==> src/rtl/mux_4x1_if.sv <==
// Signal bundle for one 4:1 selector slice: four data inputs, select and load
// enable toward the selector; combinational, registered and decode results back.
interface mux_4x1_if #(
    parameter int WIDTH = 1
);
    logic [WIDTH-1:0] in0;
    logic [WIDTH-1:0] in1;
    logic [WIDTH-1:0] in2;
    logic [WIDTH-1:0] in3;
    logic [1:0]       sel;
    logic             en;
    logic [WIDTH-1:0] out;
    logic [WIDTH-1:0] out_q;
    logic [3:0]       sel_onehot;
    logic             out_chg;

    modport master (
        output in0, in1, in2, in3, sel, en,
        input  out, out_q, sel_onehot, out_chg
    );

    modport slave (
        input  in0, in1, in2, in3, sel, en,
        output out, out_q, sel_onehot, out_chg
    );
endinterface

==> src/rtl/mux_4x1.sv <==
// 4:1 selector slice: zero-latency AND-OR select, one-hot select decode, and an
// enabled registered copy that flags whether the last load changed its value.
module mux_4x1 #(
    parameter int WIDTH = 1
) (
    input logic       clk,
    input logic       rst,
    mux_4x1_if.slave  bus
);
    logic [3:0]       sel_dec;
    logic [WIDTH-1:0] out_sel;
    logic [WIDTH-1:0] out_q_reg;
    logic [WIDTH-1:0] out_q_next;
    logic             out_chg_reg;
    logic             out_chg_next;

    // Decode built from plain gates so an X on sel propagates to every consumer.
    assign sel_dec[0] = ~bus.sel[1] & ~bus.sel[0];
    assign sel_dec[1] = ~bus.sel[1] &  bus.sel[0];
    assign sel_dec[2] =  bus.sel[1] & ~bus.sel[0];
    assign sel_dec[3] =  bus.sel[1] &  bus.sel[0];

    generate
        for (genvar gi = 0; gi < WIDTH; gi++) begin : g_bit
            assign out_sel[gi] = (sel_dec[0] & bus.in0[gi])
                               | (sel_dec[1] & bus.in1[gi])
                               | (sel_dec[2] & bus.in2[gi])
                               | (sel_dec[3] & bus.in3[gi]);
        end
    endgenerate

    always_comb begin
        out_q_next   = out_q_reg;
        out_chg_next = 1'b0;
        if (bus.en) begin
            out_q_next   = out_sel;
            out_chg_next = (out_sel != out_q_reg);
        end
    end

    always_ff @(posedge clk) begin
        if (rst) begin
            out_q_reg   <= '0;
            out_chg_reg <= 1'b0;
        end else begin
            out_q_reg   <= out_q_next;
            out_chg_reg <= out_chg_next;
        end
    end

    assign bus.out        = out_sel;
    assign bus.sel_onehot = sel_dec;
    assign bus.out_q      = out_q_reg;
    assign bus.out_chg    = out_chg_reg;
endmodule

==> src/flat_wrapper.sv <==
// flat-port wrapper written by rule: the top's interface ports become plain ports
module mux_4x1_flat 
#(
    parameter int WIDTH = 1
)
  (clk, rst, bus_in0, bus_in1, bus_in2, bus_in3, bus_sel, bus_en, bus_out, bus_out_q, bus_sel_onehot, bus_out_chg);
  mux_4x1_if #(.WIDTH(WIDTH)) bus_i ();
  input logic clk;
  input logic rst;
  input wire logic [$bits(bus_i.in0)-1:0] bus_in0;
  input wire logic [$bits(bus_i.in1)-1:0] bus_in1;
  input wire logic [$bits(bus_i.in2)-1:0] bus_in2;
  input wire logic [$bits(bus_i.in3)-1:0] bus_in3;
  input wire logic [$bits(bus_i.sel)-1:0] bus_sel;
  input wire logic [$bits(bus_i.en)-1:0] bus_en;
  output wire logic [$bits(bus_i.out)-1:0] bus_out;
  output wire logic [$bits(bus_i.out_q)-1:0] bus_out_q;
  output wire logic [$bits(bus_i.sel_onehot)-1:0] bus_sel_onehot;
  output wire logic [$bits(bus_i.out_chg)-1:0] bus_out_chg;
  assign bus_i.in0 = bus_in0;
  assign bus_i.in1 = bus_in1;
  assign bus_i.in2 = bus_in2;
  assign bus_i.in3 = bus_in3;
  assign bus_i.sel = bus_sel;
  assign bus_i.en = bus_en;
  assign bus_out = bus_i.out;
  assign bus_out_q = bus_i.out_q;
  assign bus_sel_onehot = bus_i.sel_onehot;
  assign bus_out_chg = bus_i.out_chg;
  mux_4x1 #(.WIDTH(WIDTH)) u_core (.clk(clk), .rst(rst), .bus(bus_i));
endmodule
==> config.mk <==
export PLATFORM = sky130hd
export DESIGN_NAME = mux_4x1_flat
export DESIGN_NICKNAME = d
export VERILOG_FILES = /design/src/rtl/mux_4x1_if.sv /design/src/rtl/mux_4x1.sv /design/src/flat_wrapper.sv
export SDC_FILE = /design/constraint.sdc
export NUM_CORES = 1
export LEC_CHECK = 0
export CAP_MARGIN = 20
export CORE_AREA = 2 2 39 41
export CTS_CLUSTER_SIZE = 14
export DETAILED_ROUTE_END_ITERATION = 10
export DIE_AREA = 0 0 41 43
export PLACE_DENSITY_LB_ADDON = 0.08
export SYNTH_ARGS = -nofsm -noshare
export SYNTH_HDL_FRONTEND = slang
export SYNTH_SLANG_ARGS = --single-unit
==> constraint.sdc <==
create_clock -name clk -period 1.45 [get_ports clk]
set_clock_uncertainty 0.2 [all_clocks]
set_input_delay 0.435 -clock clk [delete_from_list [all_inputs] [get_ports clk]]
set_output_delay 0.435 -clock clk [all_outputs]
set_load 0.02 [all_outputs]
After elaboration in Yosys (flattened, before gate mapping)
Index checks and enable logic that the tools add are counted.
Storage, ports and cells
  bits in registers: 2
  input port bits: 9
  output and inout bits: 7
  word-level logic and storage cells: 18
Cells by class
  equal/unequal tests: 1
  bitwise gates (word level): 14
  reductions and logical operators: 1
Operators with widths (count)
  $and 1x1->1: 8
  $not 1->1: 3
  $or 1x1->1: 3
  $reduce_or 2->1: 1
  $ne 1x1->1: 1

Longest topological paths before layout
Gate-level depths: netlist of the first run.
  depth after elaboration: 7
  mapped depth: 3
  depth with buffers taken out: 3

Worst setup path after synthesis of the first run
Ideal clock, no wire load.
  path type: input to output
  from: in bus_sel[0]
  to: out bus_out
  arrival: 1005 ps
  data required time: 815 ps
  slack: -190 ps
  cell stages on the path: 1
  buffers on the path: 0
  cells stage by stage: mux4_2
Between the ends
  cells in the longest elaborated chain, start to end: 6
  elaborated cells on any way between the ends: 12
  those cells by class: bitwise: 12
RTL lines
  from (decl): line flat_wrapper.sv:14  | input wire logic [$bits(bus_i.sel)-1:0] bus_sel;
  $not 1->1: line mux_4x1.sv:18, mux_4x1.sv:20
  $and 1x1->1: line mux_4x1.sv:18  | assign sel_dec[0] = ~bus.sel[1] & ~bus.sel[0];
  $and 1x1->1: line mux_4x1.sv:25  | assign out_sel[gi] = (sel_dec[0] & bus.in0[gi])
  $or 1x1->1: line mux_4x1.sv:26  | | (sel_dec[1] & bus.in1[gi])
  $or 1x1->1: line mux_4x1.sv:27  | | (sel_dec[2] & bus.in2[gi])
  $or 1x1->1 (*): line mux_4x1.sv:28  | | (sel_dec[3] & bus.in3[gi]);
  to (decl): line flat_wrapper.sv:16  | output wire logic [$bits(bus_i.out)-1:0] bus_out;
Mark *: on every way between the ends. The rest lies on a longest branch, timed or not.

Worst setup path after layout of the first run
Ends and elaborated chain as after synthesis.

==> results by group, run 1 <==
Outcome
  • Status: complete, but fails checks
  • Failing checks: setup timing

Yosys
  • Post-synthesis cell count: 11
  • Fraction of synthesized area in multiplexers: 26.80%
  • Yosys reg bits: 2
  • Share of the synthesized area in the top cell type: 32.99%
  • Post-synthesis sequential area ratio: 32.99%
  • Largest family of logic cells by synthesized area: simple AND/OR/NAND/NOR gates
  • Post-synthesis cell type count: 9
  • Yosys warnings: 0
  • Compound-gate portion of the synthesized area: 0%
  • Ranking of synthesized cells by area: dfxtp_1 33%, mux4_2 19%, nor3b_2 10%, mux2i_1 8.2%, xnor2_1 7.2%
  • Syn nets: 20
  • Mean post-synth cell area: 11.03 um^2
  • Synth Area in Simple Gates: 32.99%
  • Yosys top cell by area: dfxtp_1
  • Mapped cell area: 121.4 um^2
  • Xor and xnor area share after synthesis: 7.216%
  • Adder-Cell Fraction of Synth Area: 0%

Routing
  • WL/cell: 9.098 um
  • Via Count: 184
  • TritonRoute pass-1 iters: 1
  • # DRC: 0
  • Vias per cell: 3.608
  • Post-Route WL: 464 um
  • 1st-iter DRT viols: 0
  • Post-route ant nets: 0

Setup path
  • Slowest stage delay, CP: 0.51 ns
  • Element type at the critical path end: primary output
  • Delay-heaviest family, CP: multiplexers
  • Crit path cell chain: buf_8 > mux4_2 > buf_6
  • Crit-path slowest cell: mux4_2
  • Flop2flop setup slack: 0.45 ns
  • Worst Setup Start Kind: input port
  • Worst path arrival time: 1.17 ns
  • Crit path max fanout: 2
  • Critical path class: in -> out
  • Data required, critical path: 0.82 ns
  • CP Buf/Inv Count: 2

Layout
  • Layout cells sized above 1: 77.14%
  • N_diodes: 0
  • Most common cell after layout, fill and taps aside: buf_6
  • Layout area overhead: 210.3%
  • Final core utilization: 27.22%
  • Final non-filler cell total: 51
  • Nets: 46
  • Most frequent cells in the layout: 9 x buf_6, 5 x buf_2, 3 x clkbuf_4, 3 x buf_4

STA
  • Fin. Hold Viols: 0
  • Final Critical Period: 1.807 ns
  • Slew margin rel.: 89.47%
  • Final slew viol count: 0
  • Final setup fails: 7
  • Hold slack: 0.3887 ns
  • Final worst setup slack: -0.3566 ns
  • RSZ-0062 raised after global routing: true
  • Period utilization: 124.6%
  • Fmax: 553.5 MHz
  • Least-Margin Pin Slew: 0.1569 ns

Floorplan
  • Die footprint: 1763 um^2
  • Num ports: 16
  • Initial Utilization: 8.770%
  • Die Width: 41 um
  • Die height: 43 um
  • Core area: 1384 um^2
  • # rows: 14

Placed design
  • Place WS: -1.214 ns
  • Port Buf Inserts: 15
  • Final HPWL DP: 342.6 um
  • Placed cells: 46
  • Gpl congestion: 0.5495

CTS
  • Clk Latency, worst-skew pair: 0.22 ns
  • Clock Tree Buf Depth: 2
  • Clk root buf: clkbuf_4
  • TritonCTS buffer count: 3
  • Clock Sinks: 2
  • CTS H-tree lvls: 1
  • Clock Pin Slew Worst Setup and Hold Paths: 0.03 ns
  • Clock tree from TritonCTS: built

Global route
  • GRT Overall Usage: 7.214%
  • Initial antenna violation count: 0
  • GRT overflow: 0
  • Largest net degree at the start of global routing: 5
  • Vias in the first global route: 190
  • Global-route wire length before repair: 793 um

Flow run
  • Max-cap violations: 0

Min path
  • Hold crit path type: reg -> reg

Pwr
  • Pwr Total: 0.2991 mW
  • P_leak: 0.1785 nW
  • Pwr dens: 794.3 nW/um^2
  • Max IR drop VDD: 0.2134 mV
cell type report:
| class | instances | area (um^2) |
|---|---|---|
| Multi-Input combinational cell | 9 | 98.84 |
| Timing Repair Buffer | 21 | 195.2 |
| Sequential cell | 2 | 40.04 |
| Tap cell | 16 | 20.02 |
| Clock buffer | 3 | 22.52 |
| Fill cell | 145 | 1007 |
worst reg2reg max path: stages (launching register included):
cell and delay, ns:
dfxtp_1 0.30, buf_4 0.13, xnor2_1 0.12, nor3b_2 0.17
power by group:
| part | total (mW) | switching [mW] | leakage, nW | internal [mW] |
|---|---|---|---|---|
| clock network | 0.123 | 0.0320 | 0.0138 | 0.0913 |
| registers | 0.0610 | 0.00134 | 0.0165 | 0.0596 |
| logic | 0.115 | 0.0449 | 0.148 | 0.0700 |
| total | 0.299 | 0.0782 | 0.179 | 0.221 |
Yosys cell counts, drive strengths merged:
cell   number
dfxtp       2
nor2        2
and2        1
and2b       1
mux2i       1
mux4        1
nor2b       1
nor3b       1
xnor2       1
metal layers:
metal  wire length [um]  track usage [%]
met1                145            6.070
met2                240            10.31
met3                 78            5.759
met4                  0            6.000
met5                  0                0
worst paths after layout:
| kind | from | to | depth (start not counted) |
|---|---|---|---|
| min | u_core.bus.out_q$_SDFFE_PP0P_ | u_core.bus.out_q$_SDFFE_PP0P_ | 3 |
| max | bus_sel[0] | bus_out | 3 |
| min reg2reg | u_core.bus.out_q$_SDFFE_PP0P_ | u_core.bus.out_q$_SDFFE_PP0P_ | 3 |
| max reg2reg | u_core.bus.out_q$_SDFFE_PP0P_ | u_core.bus.out_chg$_SDFF_PP0_ | 3 |
per-stage QoR:
step                      setup TNS (ns)  instance area [um^2]
after detailed placement          -6.692                 321.6
after global routing              -1.582                 376.6
after global placement            -6.688                 321.6
final                             -1.425                 376.6
after floorplan                  -0.3996                 121.4
after CTS                        -0.8939                 350.3
kinds of logic after synthesis:
kind of cell | count (synthesis)
xor+xnor | 1
flops | 2
mux | 2
simple gates | 6
timing repair:
action,CTS,global route
endpoints found under the setup margin,9,7
pin swaps,0,2
buffers inserted,0,2
gates resized for setup,64,3
endpoints found under the hold margin,0,0
hold buffers,0,0
Power figures use the tool's default switching activity.
==> run 2: changes to the inputs <==
GPL_ROUTABILITY_DRIVEN = 1   (was not set)
SLEW_MARGIN = 30   (was not set)
==> results of run 2 <==
No change in the layout: final DEF, timing and power equal those of run 1.
==> run 3: changes to the inputs <==
MAX_ROUTING_LAYER = met4   (was not set)
==> run 3 against run 2 <==
Compared with the run above:
- the run still ends with setup timing left
- power about the same
- sequential share of layout area unchanged
- cell count did not move
- clock power barely moved
- first-iteration DRC count unchanged
- critical endpoint unchanged
==> results by group, run 3 (synthesis results as in run 1) <==
Min path
  • Hold crit path type: reg -> reg
  • Cell depth of the worst hold path: 3

STA
  • Total negative slack: -1.426 ns
  • Period utilization: 124.6%
  • Final slew viol count: 0
  • Fin. Hold Viols: 0
  • Least-Margin Pin Slew: 0.1569 ns
  • Fmax: 553.5 MHz
  • RSZ-0062 raised after global routing: true
  • Final setup fails: 7
  • Final Critical Period: 1.807 ns
  • Final worst setup slack: -0.3565 ns
  • Hold slack: 0.3887 ns
  • Slew margin rel.: 89.47%

Setup path
  • Crit path cell chain: buf_8 > mux4_2 > buf_6
  • Crit-path slowest cell: mux4_2
  • Data required, critical path: 0.82 ns
  • Crit path max fanout: 2
  • Slowest stage delay, CP: 0.51 ns
  • Worst path arrival time: 1.17 ns
  • Element type at the critical path end: primary output
  • Worst reg2reg path depth: 3
  • Worst Setup Start Kind: input port
  • Critical path class: in -> out

Global route
  • Vias in the first global route: 190
  • Global-route wire length before repair: 793 um
  • Initial antenna violation count: 0
  • M3 GR Usage: 5.236%
  • GRT Overall Usage: 7.392%
  • Gr busiest metal: met2
  • Met2 usage: 10.31%
  • GRT overflow: 0
  • Largest net degree at the start of global routing: 5
  • Global routing usage on met1: 6.390%

CTS
  • CTS H-tree lvls: 1
  • CTS Hold Bufs: 0
  • Clock tree from TritonCTS: built
  • Clk Latency, worst-skew pair: 0.22 ns
  • TritonCTS buffer count: 3
  • Clock Sinks: 2
  • Clock Tree Buf Depth: 2
  • Clk root buf: clkbuf_4
  • Clock Pin Slew Worst Setup and Hold Paths: 0.03 ns

Layout
  • Fill count: 145
  • Layout area overhead: 210.3%
  • Most frequent cells in the layout: 9 x buf_6, 5 x buf_2, 3 x clkbuf_4, 3 x buf_4
  • Nets: 46
  • Final non-filler cell total: 51
  • N_diodes: 0
  • Most common cell after layout, fill and taps aside: buf_6
  • Layout cells sized above 1: 77.14%
  • Register Area: 40.04 um^2
  • Multi-input logic area: 98.84 um^2

Pwr
  • P_leak: 0.1785 nW
  • Pwr dens: 794.4 nW/um^2
  • Max IR drop VDD: 0.2134 mV

Routing
  • WL/cell: 9.098 um
  • Via Count: 184
  • Post-Route WL: 464 um
  • # DRC: 0
  • Post-route ant nets: 0
  • 1st-iter DRT viols: 0
  • TritonRoute pass-1 iters: 1
  • Vias per cell: 3.608

Outcome
  • Failing checks: setup timing
  • Status: complete, but fails checks

Flow run
  • Max-cap violations: 0

Placed design
  • Port Buf Inserts: 15
  • Placed cells: 46
  • Gpl congestion: 0.5515
  • Final HPWL DP: 342.6 um

Floorplan
  • Die footprint: 1763 um^2
  • Initial Utilization: 8.770%
  • Num ports: 16
  • Die Width: 41 um
  • Core area: 1384 um^2
  • # rows: 14
  • Die height: 43 um
## run 3: cell counts in the layout (fill, tap and decap cells not counted)
No cell type changed its count.
## run 3: timing repair
action / CTS / global route
buffers inserted: 0 / 2
pin swaps: 0 / 2
resized for setup: 64 / 3
setup endpoints to repair: 9 / 7
## run 3: critical path: cells and delay by family
kind / cells / cell delay, ns
muxes: 1 / 0.51
buffers and inverters: 2 / 0.22
## run 3: power breakdown
part | total (mW) | internal (mW) | switching, mW
clock | 0.123 | 0.0913 | 0.0320
sequential | 0.0610 | 0.0596 | 0.00134
combinational | 0.115 | 0.0700 | 0.0449
## run 3: through the flow
| step | power [mW] | setup WS [ns] | instance area, um^2 | util, % |
|---|---|---|---|---|
| after global routing | 0.3296 | -0.3695 | 376.6 | 27.22 |
| after global placement | 0.1626 | -1.213 | 321.6 | 23.24 |
| after floorplan | 0.09999 | -0.1896 | 121.4 | - |
| after CTS | 0.3001 | -0.3655 | 350.3 | 25.32 |
| after detailed placement | 0.1630 | -1.214 | 321.6 | 23.24 |
| final | 0.2992 | -0.3565 | 376.6 | 27.22 |
## run 3: worst paths after layout
| kind | from | to | slack [ns] |
|---|---|---|---|
| worst max-delay path | bus_sel[0] | bus_out | -0.36 |
| worst min-delay path | u_core.bus.out_q$_SDFFE_PP0P_ | u_core.bus.out_q$_SDFFE_PP0P_ | 0.39 |
| worst max register to register | u_core.bus.out_q$_SDFFE_PP0P_ | u_core.bus.out_chg$_SDFF_PP0_ | 0.45 |
| worst min register to register | u_core.bus.out_q$_SDFFE_PP0P_ | u_core.bus.out_q$_SDFFE_PP0P_ | 0.39 |
## run 3: final cells by class
cell class	instances	area share (%)
multi-input cells	9	26.25
well taps	16	5.316
repair buffers	21	51.83
clock buffers	3	5.980
flip-flops and latches	2	10.63
## run 3: layer usage
metal	up-vias	wire, um
li1	86	-
met1	83	149
met2	15	243
met3	0	71
met4	0	0
met5	-	0
==> patch: new RTL, flow settings as in run 3 <==
Reset style: asynchronous (`rst`), changed in one clocked block.
--- a/src/rtl/mux_4x1.sv
+++ b/src/rtl/mux_4x1.sv
@@ -38,7 +38,7 @@
         end
     end
 
-    always_ff @(posedge clk) begin
+    always_ff @(posedge clk or posedge rst) begin
         if (rst) begin
             out_q_reg   <= '0;
             out_chg_reg <= 1'b0;
Behaviour: differs if rst is asserted again (counterexample within 4 cycles, from zero or initial values and one cycle with rst high); with rst held inactive, the same outputs for 10 cycles.
==> patch against run 3 <==
The run still ends with setup timing left; combinational power rose by 6%; critical path type unchanged; power is 4.0% higher; die area unchanged; worst setup slack lost 4.1 ps; area after synthesis rose by 4.1%; wire length increased by 4.7%; via count fell by 6.0%; sequential cell count is the same; final area shrank 6.3%; largest cell class unchanged.
==> patch: results (changes against run 3) <==
- **status** finished with violations, unchanged
- **failing checks** setup timing, unchanged
- **warnings from Yosys** 0, unchanged
- **number of buffers inserted by port buffering** 15, unchanged
- **Final #Nets** 45, was 46
- **maximum clock insertion buffer count** 2, unchanged
- **Crit Reg-Reg Startpoint** u_core.bus.out_q, unchanged
- **area of placed instances** 327 µm², was 322 µm²
- **number of distinct library cell variants in the gate-level netlist after synthesis** 9, unchanged
- **gp weighted congestion** 0.570, was 0.552
- **number of vias per cell** 3.46, was 3.61
- **CTS clk-pin slew, worst paths** 30 ps, about the same
- **Gate Count Post-Synth** 11, unchanged
- **share of cells above drive strength 1** 73.5%, was 77.1%
- **Area contributors post-synth** dfrtp_1, mux4_2, and2_1, mux2_2, xor2_1, was dfxtp_1, mux4_2, nor3b_2, mux2i_1, xnor2_1
- **internal power of the cells** 0.226 mW, was 0.221 mW
- **most used standard cells in the synthesized netlist** and2_1, dfrtp_1, was dfxtp_1, nor2_1
- **Hold Crit Class** primary input to async pin, was flop to flop
- **static power due to leakage** 0.177 nW, was 0.179 nW
- **first-pass GRT wire length** 724 µm, was 793 µm
- **number of antenna violations at the first check in global routing** 0, unchanged
- **Tot GR Track Use** 7.30%, was 7.39%
- **fill cell instance count of the final layout** 157, was 145
- **worst-case register-to-register setup slack** 340 ps, was 450 ps
- **via count of the first global-routing pass** 194, was 190
- **clock tree root driver cell** clkbuf_4, unchanged
- **depth of the most critical reg-to-reg path** 3, unchanged
- **wire length per cell** 9.72 µm, was 9.10 µm
- **setup violators final** 7, unchanged
- **number of antenna cells inserted** 0, unchanged
- **initial drt markers** 0, unchanged
- **async set-or-reset flop fraction in the synthesized netlist** 100%, was 0%
- **worst rel slew slack** 93.2%, was 89.5%
- **First-pass DRT Iterations** 1, unchanged
- **Clock Sink Count** 2, unchanged
- **CTS buffer count** 3, unchanged
- **Hold Slack** 170 ps, was 389 ps
- **syn nets** 20, unchanged
- **worst r2r dst** u_core.bus.out_chg, unchanged
- **min setup slack post-route** -361 ps, was -357 ps
- **largest net degree at the start of global routing** 5, unchanged
- **clock latency reported for the late side of the worst-skew pair** 220 ps, about the same
- **portion of the post-synthesis area used by sequential elements** 39.6%, was 33.0%
- **dominant synthesized flop cell** dfrtp_1, was dfxtp_1
- **maximum VDD drop** 0.208 mV, was 0.213 mV
- **number of endpoints with negative hold slack in the final report** 0, unchanged
- **worst-path fanout max** 2, unchanged
- **dpl hpwl** 363 µm, was 343 µm
- **htree depth** 1, unchanged
patch: logic make-up (layout without fill, tap and decap cells):
family                    after synthesis  in the layout  synth area share (%)
buffers and inverters                   1             24                  2.97
and+or+nand+nor                         5              5                  23.8
xor gates and xnor gates                1              1                  6.93
DFF                                     2              2                  39.6
muxes                                   2              2                  26.7
patch: routing by layer:
metal	part of all wire, %	vias to the layer above	track usage [%]
met4	0	0	10.0
met2	57	15	11.3
met1	26	76	5.13
li1	-	82	-
met5	0	-	-
met3	17	0	2.09
patch: power groups by stage:
stage	Combinational (mW)	Clock [mW]	Sequential, mW
finish	0.122	0.121	0.0675
CTS	0.118	0.132	0.0677
detailed placement	0.121	0	0.0686
global route	0.131	0.132	0.0682
floorplan	0.0337	0	0.0806
global placement	0.120	0	0.0684
patch: worst max path at each step:
| stage | depth (start not counted) | endpoint | slack (ps) | start |
|---|---|---|---|---|
| final | 3 | bus_out | -360 | bus_sel[0] |
| after floorplan | 3 | u_core.bus.out_chg | -190 | bus_sel[0] |
| after global placement | 3 | bus_out | -1220 | bus_sel[0] |
| after detailed placement | 3 | bus_out | -1220 | bus_sel[0] |
| after CTS | 3 | bus_out | -360 | bus_sel[0] |
| after global routing | 3 | bus_out | -380 | bus_sel[0] |
patch: metrics by stage:
step / power [mW] / instances / TNS (ps) / setup slack (ps) / util, %
after CTS: 0.318 / 50 / -1350 / -363 / 24.9
after floorplan: 0.114 / 11 / -543 / -188 / -
final: 0.311 / 50 / -1200 / -361 / 25.5
after global routing: 0.332 / 50 / -1370 / -385 / 25.5
after detailed placement: 0.190 / 46 / -6870 / -1220 / 23.6
after global placement: 0.189 / 46 / -6860 / -1220 / 23.6
patch: area by class of cell:
cell class | count | area share, %
Timing Repair Buffer | 20 | 49.3
Clock buffer | 3 | 6.38
Inverter | 1 | 1.06
Tap cell | 16 | 5.67
Multi-Input combinational cell | 8 | 23.4
Sequential cell | 2 | 14.2
patch: critical path, cell delays in order:
cell    delay (ps)
buf_8           70
mux4_2         520
buf_6          150
patch: what timing repair did:
item                       in CTS  in global routing
gates resized for setup        63                  3
setup buffers                   1                  1
setup endpoints to repair       9                  7
pin swaps                       1                  0
